===== config.mk =====
export PLATFORM = sky130hd
export DESIGN_NAME = z_skid_buf
export DESIGN_NICKNAME = d
export VERILOG_FILES = /design/src/rtl/z_skid_buf.sv
export SDC_FILE = /design/constraint.sdc
export NUM_CORES = 1
export LEC_CHECK = 0
export CORE_MARGIN = 2
export CORE_UTILIZATION = 40
export CTS_BUF_LIST = sky130_fd_sc_hd__clkbuf_8
export DETAILED_ROUTE_END_ITERATION = 8
export PLACE_DENSITY = 0.68
export SLEW_MARGIN = 20
export SYNTH_ARGS = -nofsm -noshare
export SYNTH_HDL_FRONTEND = slang
export SYNTH_SLANG_ARGS = --single-unit

===== constraint.sdc =====
create_clock -name clk -period 2.2 [get_ports clk]
set_input_delay 0.22 -clock clk [delete_from_list [all_inputs] [get_ports clk]]
set_output_delay 0.22 -clock clk [all_outputs]
set_load 0.02 [all_outputs]

===== src/rtl/z_skid_buf.sv =====
`default_nettype none
// ============================================================================
//  Module   : z_skid_buf
//  Purpose  : Two-entry skid buffer for a producer result word. in_ready and
//             out_valid come from state registers only, so neither handshake
//             has a combinational path through the buffer.
//  Revision : 1.0 - initial release
// ============================================================================
module z_skid_buf #(
    parameter int WIDTH = 32
) (
    input  logic             clk,
    input  logic             rst,
    input  logic             flush,
    input  logic             in_valid,
    input  logic [WIDTH-1:0] in_data,
    output logic             in_ready,
    output logic             out_valid,
    output logic [WIDTH-1:0] out_data,
    input  logic             out_ready,
    output logic [1:0]       count
);

    localparam logic [1:0] S_EMPTY = 2'd0;
    localparam logic [1:0] S_ONE   = 2'd1;
    localparam logic [1:0] S_TWO   = 2'd2;

    logic [1:0]       state_q, state_d;
    logic [WIDTH-1:0] main_q,  main_d;
    logic [WIDTH-1:0] skid_q,  skid_d;
    logic             in_fire;
    logic             out_fire;

    assign in_fire  = in_valid  & in_ready;
    assign out_fire = out_valid & out_ready;

    // The consumer always sees the oldest entry, held in main.
    assign out_data = main_q;

    // State and storage registers; reset overrides everything else.
    always_ff @(posedge clk) begin
        if (rst) begin
            state_q <= S_EMPTY;
            main_q  <= '0;
            skid_q  <= '0;
        end else begin
            state_q <= state_d;
            main_q  <= main_d;
            skid_q  <= skid_d;
        end
    end

    // Next-state and storage update; flush discards both entries and any
    // word offered in the same cycle.
    always_comb begin
        state_d = state_q;
        main_d  = main_q;
        skid_d  = skid_q;
        if (flush) begin
            state_d = S_EMPTY;
            main_d  = '0;
            skid_d  = '0;
        end else begin
            case (state_q)
                S_EMPTY: begin
                    if (in_fire) begin
                        main_d  = in_data;
                        state_d = S_ONE;
                    end
                end
                S_ONE: begin
                    if (in_fire && out_fire) begin
                        main_d  = in_data;
                    end else if (in_fire) begin
                        skid_d  = in_data;
                        state_d = S_TWO;
                    end else if (out_fire) begin
                        state_d = S_EMPTY;
                    end
                end
                S_TWO: begin
                    // in_ready is low here, so only the drain case applies.
                    if (out_fire) begin
                        main_d  = skid_q;
                        state_d = S_ONE;
                    end
                end
                default: begin
                    state_d = S_EMPTY;
                end
            endcase
        end
    end

    // Handshake and occupancy outputs decoded from the state register alone.
    always_comb begin
        in_ready  = 1'b1;
        out_valid = 1'b0;
        count     = 2'd0;
        case (state_q)
            S_EMPTY: begin
                in_ready  = 1'b1;
                out_valid = 1'b0;
                count     = 2'd0;
            end
            S_ONE: begin
                in_ready  = 1'b1;
                out_valid = 1'b1;
                count     = 2'd1;
            end
            S_TWO: begin
                in_ready  = 1'b0;
                out_valid = 1'b1;
                count     = 2'd2;
            end
            default: begin
                in_ready  = 1'b1;
                out_valid = 1'b0;
                count     = 2'd0;
            end
        endcase
    end

endmodule
`default_nettype wire


==> flow_summary.json, run 1 <==
{
  "first_iter_violations": 104,
  "setup_tns_ns": 0,
  "postCtsSetupBuffers": 0,
  "cts_hold_buffers": 0,
  "grt_pass1_wl_um": 11900,
  "instances_no_fill": 489,
  "design_area_um2": 4020,
  "cpLargestDelayFamily": "buffers and inverters",
  "place_area_um2": 3820,
  "end_kind": "output pin",
  "ios": 73,
  "crit_path_max_incr_delay_ns": 0.62,
  "max-cap-violations": 0,
  "via_count": 2522,
  "rows": 31,
  "fin_crit_sh": 0.940,
  "grt.overflow.total": 0,
  "die_x_um": 90.1,
  "drt-vias-per-instance": 5.16,
  "initial_utilization": 0.411,
  "synth_area_leaders": "dfxtp_1 (45%), a211oi_2 (13%), mux2i_1 (11%)",
  "critPathArrivalTime_ns": 1.85,
  "core_area_um2": 7210,
  "synth_top_area_frac": 0.446,
  "nets": 427,
  "drv_slew": 0,
  "critical_path_class": "reg2out",
  "worstPathCellList": "inv_1 -> ha_2 -> buf_4 -> clkdlybuf4s50_1",
  "syn_inst": 317,
  "antenna_found_initial": 0,
  "hold_class": "in2reg",
  "netlist_area_um2": 2960,
  "crit_path_start_kind": "register",
  "skew_ns": 0.00517,
  "outcome": "complete, no violations",
  "critPathBufInv": 3,
  "firstDrtPassIters": 4,
  "tightest_slew_ns": 0.382,
  "synth-seq-cells": 66,
  "insertion_delay_ns": 0.34,
  "cp_max_fo": 8,
  "die_area_um2": 8110,
  "ant_nets": 0,
  "synth.distinct_cells": 27,
  "p_per_area_nw_per_um2": 691,
  "synth_fp_nets": 358,
  "clkSlewWorstSetupHoldPaths_ns": 0.06,
  "h-tree-depth": 3,
  "synth_top_area_cell": "dfxtp_1",
  "grt_max_degree": 33,
  "dp_cells": 474,
  "required_ns": 1.98,
  "syn_avg_cell_area_um2": 9.35,
  "final_layout_size_suffix_gt1_frac": 0.167,
  "dp_hpwl_um": 4860,
  "tritoncts": "done",
  "wire_per_inst_um": 14.6,
  "period_needed_ns": 2.07,
  "p_leak_nw": 1.32,
  "finalWirelength_um": 7140,
  "setup_viol": 0,
  "vdd_drop_max_mv": 0.360,
  "cts_resized": 0,
  "die_h_um": 90.1,
  "yosysWarnings": 0,
  "maxSlewHeadroom": 0.745,
  "cts-buffers-inserted": 9,
  "track_usage": 0.182,
  "area_growth_pct": 35.8,
  "place_congestion": 0.741,
  "final_hold_viol_count": 0,
  "grt_pass1_vias": 2548,
  "cts.sinks": 66,
  "drc": 0,
  "cts_buffer_depth": 2,
  "clk_root_buffer_cell": "clkbuf_8",
  "cp_slowest_cell": "clkdlybuf4s50_1",
  "port_buffers": 72,
  "rsz0062_at_grt": "false",
  "fmax_mhz": 483,
  "ys_seq_area_frac": 0.446,
  "num_antenna_cells": 0
}
-- Yosys cell counts --
master and instances:
dfxtp_1 66, nand2_1 65, a21oi_1 34, nor3_1 33, mux2i_1 32, a211oi_2 30, clkbuf_1 13, buf_2 11
ha_1 4, a211oi_1 3, buf_6 3, inv_1 3, nor2_1 3, nand2b_1 2, nand3_1 2, or2_1 2
a21boi_2 1, and3_1 1, and4b_1 1, buf_1 1, buf_4 1, inv_2 1, mux2_1 1, nor2b_1 1
nor4b_4 1, o21a_1 1, o31ai_1 1
-- layout make-up --
type / instances / area, µm²
Multi-Input combinational cell: 218 / 1490
Sequential cell: 66 / 1320
Fill cell: 662 / 3190
Tap cell: 99 / 124
Timing Repair Buffer: 87 / 871
Clock inverter: 3 / 38.8
Clock buffer: 12 / 165
Inverter: 4 / 15.0
-- registers in the layout, summed over array words and instances, names as in the netlist --
name      count
out_data     32
skid_q       32
state_q       2
-- stage by stage --
stage	setup WS (ns)	utilization	power [W]	hold WS [ns]
after floorplan	0.246	-	0.00157	0.356
after global placement	0.332	0.529	0.00177	0.441
after detailed placement	0.239	0.529	0.00178	0.446
after CTS	0.112	0.558	0.00281	0.444
after global routing	0.0517	0.558	0.00290	0.450
final	0.131	0.558	0.00278	0.449
-- path summary, 6_finish.rpt --
kind,slack [ns],cells past startpoint,startpoint,end
max,0.13,4,state_q[0],count[1]
min reg2reg,0.45,2,skid_q[31],skid_q[31]
min,0.45,3,in_data[4],skid_q[4]
max reg2reg,0.25,7,state_q[0],out_data[4]
-- placed cells by master (no fill, tap or decap) --
cell / netlist / routed
a211oi_1: 3 / 3
a211oi_2: 30 / 30
a21boi_4: 0 / 1
a21oi_1: 34 / 34
and3_1: 1 / 1
and4b_1: 1 / 1
buf_12: 0 / 3
buf_4: 1 / 12
bufinv_16: 0 / 1
clkbuf_8: 0 / 12
clkdlybuf4s50_1: 0 / 72
clkinv_2: 0 / 1
dfxtp_1: 66 / 66
ha_1: 4 / 3
ha_2: 0 / 1
inv_1: 3 / 4
inv_2: 1 / 1
mux2_1: 1 / 1
mux2i_1: 32 / 32
nand2_1: 65 / 65
nand2b_1: 2 / 2
nand3_1: 2 / 2
nor2_1: 3 / 3
nor2b_1: 1 / 1
nor3_1: 33 / 33
nor4b_4: 1 / 1
o21a_1: 1 / 1
o31ai_1: 1 / 1
or2_2: 0 / 2
-- per-layer routing --
layer / global-route usage / part of all wire / vias to the layer above / routed length [µm]
met3: 0.0520 / 0.059 / 12 / 419
met2: 0.303 / 0.47 / 66 / 3360
li1: - / - / 1248 / -
met1: 0.222 / 0.45 / 1196 / 3230
met4: 0.0744 / 0.019 / 0 / 136
met5: 0 / 0 / - / 0
-- report_power, final --
group          total [W]  leakage (nW)  internal, W  switching (W)
clock            0.00103         0.110     0.000604       0.000427
combinational   0.000487         0.675     0.000226       0.000262
sequential       0.00126         0.536      0.00124      0.0000241
-- worst reg2reg max path: stages (launching register included) --
cell	delay, ns
dfxtp_1	0.37
inv_1	0.09
ha_1	0.36
nand3_1	0.15
a21boi_4	0.07
or2_2	0.40
buf_12	0.21
a211oi_1	0.21
-- logic make-up after synthesis --
family                     share of synthesized area
AOI/OAI and AO/OA                              0.201
adders and majority gates                     0.0169
buffers and inverters                         0.0553
DFF                                            0.446
muxes                                          0.112
and+or+nand+nor                                0.169
Power figures use the tool's default switching activity.
==> run 2: changes to the inputs <==
--- a/config.mk
+++ b/config.mk
@@ -5,7 +5,6 @@
 export SDC_FILE = /design/constraint.sdc
 export NUM_CORES = 1
 export LEC_CHECK = 0
-export CORE_MARGIN = 2
 export CORE_UTILIZATION = 40
 export CTS_BUF_LIST = sky130_fd_sc_hd__clkbuf_8
 export DETAILED_ROUTE_END_ITERATION = 8
==> run 2 against run 1 <==
Flip-flop and latch count stayed put. Register-to-register slack is essentially flat. Via count shrank 0.63%. Non-clock buffer count shrank 2. Global-route usage grew 1.2 points. Sequential power hardly changed. Clock-buffer cell count down 1. Maximum frequency rose by 0.98%. Sequential share of layout area grew 0.51 points. Highest routed layer unchanged.
==> flow_summary.json, run 2 (synthesis results as in run 1) <==
{
  "drt-vias-per-instance": 5.15,
  "tightest_slew_ns": 0.455,
  "fin_crit_sh": 0.931,
  "dp_hpwl_um": 4650,
  "rows": 31,
  "max-cap-violations": 0,
  "insertion_delay_ns": 0.33,
  "p_leak_nw": 1.29,
  "r2r-start": "state_q[1]",
  "period_needed_ns": 2.05,
  "h-tree-depth": 3,
  "worstPathCellList": "inv_1 -> ha_1 -> clkdlybuf4s50_1",
  "cts-buffers-inserted": 9,
  "cp-endpoint": "out_valid",
  "crit_path_max_incr_delay_ns": 0.63,
  "final_layout_size_suffix_gt1_frac": 0.162,
  "setup_viol": 0,
  "antenna_found_initial": 0,
  "die_x_um": 88.1,
  "cp_slowest_cell": "clkdlybuf4s50_1",
  "clkSlewWorstSetupHoldPaths_ns": 0.07,
  "firstDrtPassIters": 4,
  "crit_path_start_kind": "register",
  "place_congestion": 0.727,
  "final_hold_viol_count": 0,
  "reg2reg_to": "out_data[22]",
  "drv_slew": 0,
  "die_h_um": 88.1,
  "ant_nets": 0,
  "maxSlewHeadroom": 0.697,
  "critical_path_class": "reg2out",
  "area_growth_pct": 33.7,
  "grt_pass1_vias": 2416,
  "cts_hold_buffers": 0,
  "first_iter_violations": 88,
  "setup.worst_path.start": "state_q[1]",
  "p_per_area_nw_per_um2": 664,
  "rr_worst_depth": 7,
  "skew_ns": 0.00650,
  "port_buffers": 72,
  "end_kind": "output pin",
  "wire_per_inst_um": 14.8,
  "ios": 73,
  "grt_pass1_wl_um": 11600,
  "rsz0062_at_grt": "false",
  "grt.overflow.total": 0,
  "critPathArrivalTime_ns": 1.83,
  "layout_commonest_cell": "clkdlybuf4s50_1",
  "grt_max_degree": 35,
  "track_usage": 0.194,
  "outcome": "complete, no violations",
  "drc": 0,
  "cts_resized": 0,
  "postCtsSetupBuffers": 0,
  "cts.sinks": 66,
  "fmax_mhz": 488,
  "layout_common_cells": "clkdlybuf4s50_1 (72), dfxtp_1 (66), nand2_1 (65), a21oi_1 (34), nor3_1 (33)",
  "cp_max_fo": 5,
  "setup_tns_ns": 0,
  "num_antenna_cells": 0,
  "tritoncts": "done",
  "initial_utilization": 0.411,
  "power_w": 0.00263,
  "via_count": 2506,
  "required_ns": 1.98,
  "finalWirelength_um": 7190,
  "clk_root_buffer_cell": "clkbuf_8",
  "rrSetupSlack_ns": 0.26,
  "core_area_um2": 7210,
  "die_area_um2": 7760,
  "vdd_drop_max_mv": 0.288,
  "nets": 425,
  "hold_class": "reg2reg",
  "cts_buffer_depth": 2
}
-- run 2: how the worst min path moves through the flow --
stage | to | startpoint | slack (ns) | depth (start not counted)
floorplan | skid_q[0] | in_data[0] | 0.36 | 2
global placement | skid_q[30] | skid_q[30] | 0.44 | 2
detailed placement | skid_q[7] | skid_q[7] | 0.45 | 2
CTS | skid_q[10] | in_data[10] | 0.45 | 3
global route | skid_q[16] | in_data[16] | 0.47 | 3
finish | skid_q[20] | skid_q[20] | 0.45 | 2
-- run 2: layout make-up --
class | count | area (µm²)
clock buffers | 11 | 151
clock inverters | 4 | 18.8
fillers | 659 | 3250
inverters | 4 | 15.0
multi-input cells | 218 | 1490
flip-flops and latches | 66 | 1320
well taps | 99 | 124
repair buffers | 85 | 843
-- run 2: worst max-delay path, delay by kind of cell (launching register included) --
kind                       cells  cell delay (ns)
adders and majority gates      1             0.36
DFF                            1             0.41
buffers and inverters          2             0.72
-- run 2: through the flow --
stage          hold WS [ns]  area [µm²]  cells  worst slack, ns   util
2_1_floorplan         0.356        2960    317            0.246      -
3_3_place_gp          0.441        3790    472            0.337  0.525
3_5_place_dp          0.448        3790    472            0.256  0.525
4_1_cts               0.447        3960    487            0.155  0.549
5_1_grt               0.469        3960    487           0.0813  0.549
6_report              0.453        3960    487            0.151  0.549
-- run 2: metal layers --
layer	vias up	wire length, µm	GRT usage
met3	6	369	0.0415
met1	1190	3250	0.252
li1	1242	-	-
met2	68	3510	0.320
met4	0	55	0.0689
met5	-	0	0
-- run 2: power breakdown --
part / total [W] / leakage, nW / switching (W) / internal [W]
sequential: 0.00126 / 0.536 / 0.0000250 / 0.00124
clock: 0.000889 / 0.0961 / 0.000435 / 0.000455
combinational: 0.000478 / 0.662 / 0.000259 / 0.000220
==> run 3: changes to the inputs <==
--- a/config.mk
+++ b/config.mk
@@ -6,7 +6,7 @@
 export NUM_CORES = 1
 export LEC_CHECK = 0
 export CORE_UTILIZATION = 40
-export CTS_BUF_LIST = sky130_fd_sc_hd__clkbuf_8
+export CTS_BUF_LIST = sky130_fd_sc_hd__clkbuf_4
 export DETAILED_ROUTE_END_ITERATION = 8
 export PLACE_DENSITY = 0.68
 export SLEW_MARGIN = 20
==> constraint.sdc (replaced) <==
create_clock -name clk -period 2.4 [get_ports clk]
set_input_delay 0.24 -clock clk [delete_from_list [all_inputs] [get_ports clk]]
set_output_delay 0.24 -clock clk [all_outputs]
set_load 0.02 [all_outputs]
==> run 3 against run 2 <==
Worst setup slack got worse by 0.013 ns. Highest routed layer unchanged. Wire length fell by 3.2%. Flip-flop and latch count did not move. Sequential share of layout area rose by 0.59 points. Power fell by 14%. Critical path type unchanged.
==> flow_summary.json, run 3 (synthesis results as in run 1) <==
{
  "cp_max_fo": 18,
  "grt_pass1_wl_um": 11400,
  "crit_path_start_kind": "register",
  "period_needed_ns": 2.26,
  "p_sw_w": 0.000624,
  "fmax_mhz": 442,
  "die_x_um": 88.1,
  "antenna_found_initial": 0,
  "maxSlewHeadroom": 0.619,
  "finalWirelength_um": 6960,
  "critical_path_class": "reg2out",
  "setup_viol": 0,
  "p_int_w": 0.00163,
  "num_antenna_cells": 0,
  "nets": 424,
  "final_layout_size_suffix_gt1_frac": 0.155,
  "clkPwrFrac": 0.295,
  "fillers": 675,
  "die_area_um2": 7760,
  "p_leak_nw": 1.26,
  "first_iter_violations": 107,
  "rows": 31,
  "pwr-share-seq": 0.513,
  "ant_nets": 0,
  "fin_util": 0.540,
  "firstDrtPassIters": 5,
  "layout_commonest_cell": "clkdlybuf4s50_1",
  "hold_class": "in2reg",
  "clk_root_buffer_cell": "clkbuf_4",
  "max-cap-violations": 0,
  "rsz0062_at_grt": "false",
  "end_kind": "output pin",
  "port_buffers": 72,
  "power_frac_comb": 0.192,
  "dp_cells": 471,
  "cts-buffers-inserted": 9,
  "ios": 73,
  "tritoncts": "done",
  "grt_pass1_vias": 2434,
  "critPathArrivalTime_ns": 2.02,
  "outcome": "complete, no violations",
  "area_growth_pct": 31.4,
  "initial_utilization": 0.411,
  "design_area_um2": 3890,
  "track_usage": 0.194,
  "place_congestion": 0.736,
  "clkSlewWorstSetupHoldPaths_ns": 0.10,
  "drt-vias-per-instance": 5.13,
  "cts_buffer_depth": 2,
  "setup_tns_ns": 0,
  "grt.overflow.total": 0,
  "drc": 0,
  "required_ns": 2.16,
  "skew_ns": 0.0123,
  "place_area_um2": 3770,
  "cts.sinks": 66,
  "wire_per_inst_um": 14.4,
  "via_count": 2489,
  "r2r-start": "state_q[1]",
  "setup.worst_path.start": "state_q[0]",
  "instances_no_fill": 485,
  "p_per_area_nw_per_um2": 578,
  "core_area_um2": 7210,
  "dp_hpwl_um": 4510,
  "cts_hold_buffers": 0,
  "final_hold_viol_count": 0,
  "drv_slew": 0,
  "min_from": "in_data[27]",
  "die_h_um": 88.1,
  "vdd_drop_max_mv": 0.416,
  "power.share.switching": 0.277,
  "grt_max_degree": 33,
  "insertion_delay_ns": 0.40,
  "layout_common_cells": "clkdlybuf4s50_1 (72), dfxtp_1 (66), nand2_1 (65), a21oi_1 (34), nor3_1 (33)",
  "h-tree-depth": 3,
  "fin_crit_sh": 0.943,
  "tightest_slew_ns": 0.572
}
-- run 3: cell count changes in the layout (fill, tap and decap cells not counted), sizes merged --
cell,delta
clkbuf,-2
buf,-1
clkinv,+1
bufinv,+1
inv,-1
-- run 3: worst paths after layout --
check	end	slack (ns)	depth (start not counted)
setup / recovery	count[1]	0.14	4
setup reg to reg	out_data[4]	0.45	6
hold / removal	skid_q[27]	0.41	3
hold reg to reg	skid_q[17]	0.46	2
-- run 3: power groups by stage --
stage	Sequential [W]	Clock, W	Combinational [W]
5_1_grt	0.00116	0.000730	0.000469
3_3_place_gp	0.00118	0	0.000426
3_5_place_dp	0.00118	0	0.000433
4_1_cts	0.00116	0.000684	0.000435
6_report	0.00115	0.000663	0.000433
2_1_floorplan	0.00121	0	0.000225
-- run 3: area by class of cell --
cell class              instances  area [µm²]  share of cell area
multi-input cells             218        1490               0.383
flip-flops and latches         66        1320               0.339
repair buffers                 84         827               0.212
clock buffers                   9        67.6              0.0174
clock inverters                 5        47.5              0.0122
inverters                       4        15.0             0.00386
well taps                      99         124              0.0318
-- run 3: per-stage QoR --
stage,worst slack (ns),hold WS (ns),power (W)
after floorplan,0.446,0.376,0.00144
after global placement,0.207,0.441,0.00161
after detailed placement,0.133,0.447,0.00161
after CTS,0.0213,0.384,0.00227
after global routing,0.0355,0.401,0.00236
final,0.138,0.409,0.00225
-- run 3: layer usage --
layer | vias to the layer above | routed length [µm] | track usage | share of wire
met5 | - | 0 | 0 | 0
met4 | 0 | 59 | 0.0572 | 0.0085
met3 | 8 | 356 | 0.0575 | 0.051
met2 | 63 | 3370 | 0.327 | 0.48
met1 | 1180 | 3180 | 0.239 | 0.46
li1 | 1238 | - | - | -
-- run 3: timing repair --
item                       4_1_cts  5_1_grt
setup buffers                    0        0
gates resized for setup          0        2
setup endpoints to repair        0        2
-- run 3: worst max-delay path, cell delays in order (launching register included) --
cell and delay, ns:
dfxtp_1 0.34, inv_1 0.11, ha_2 0.25, buf_6 0.26
clkdlybuf4s50_1 0.66
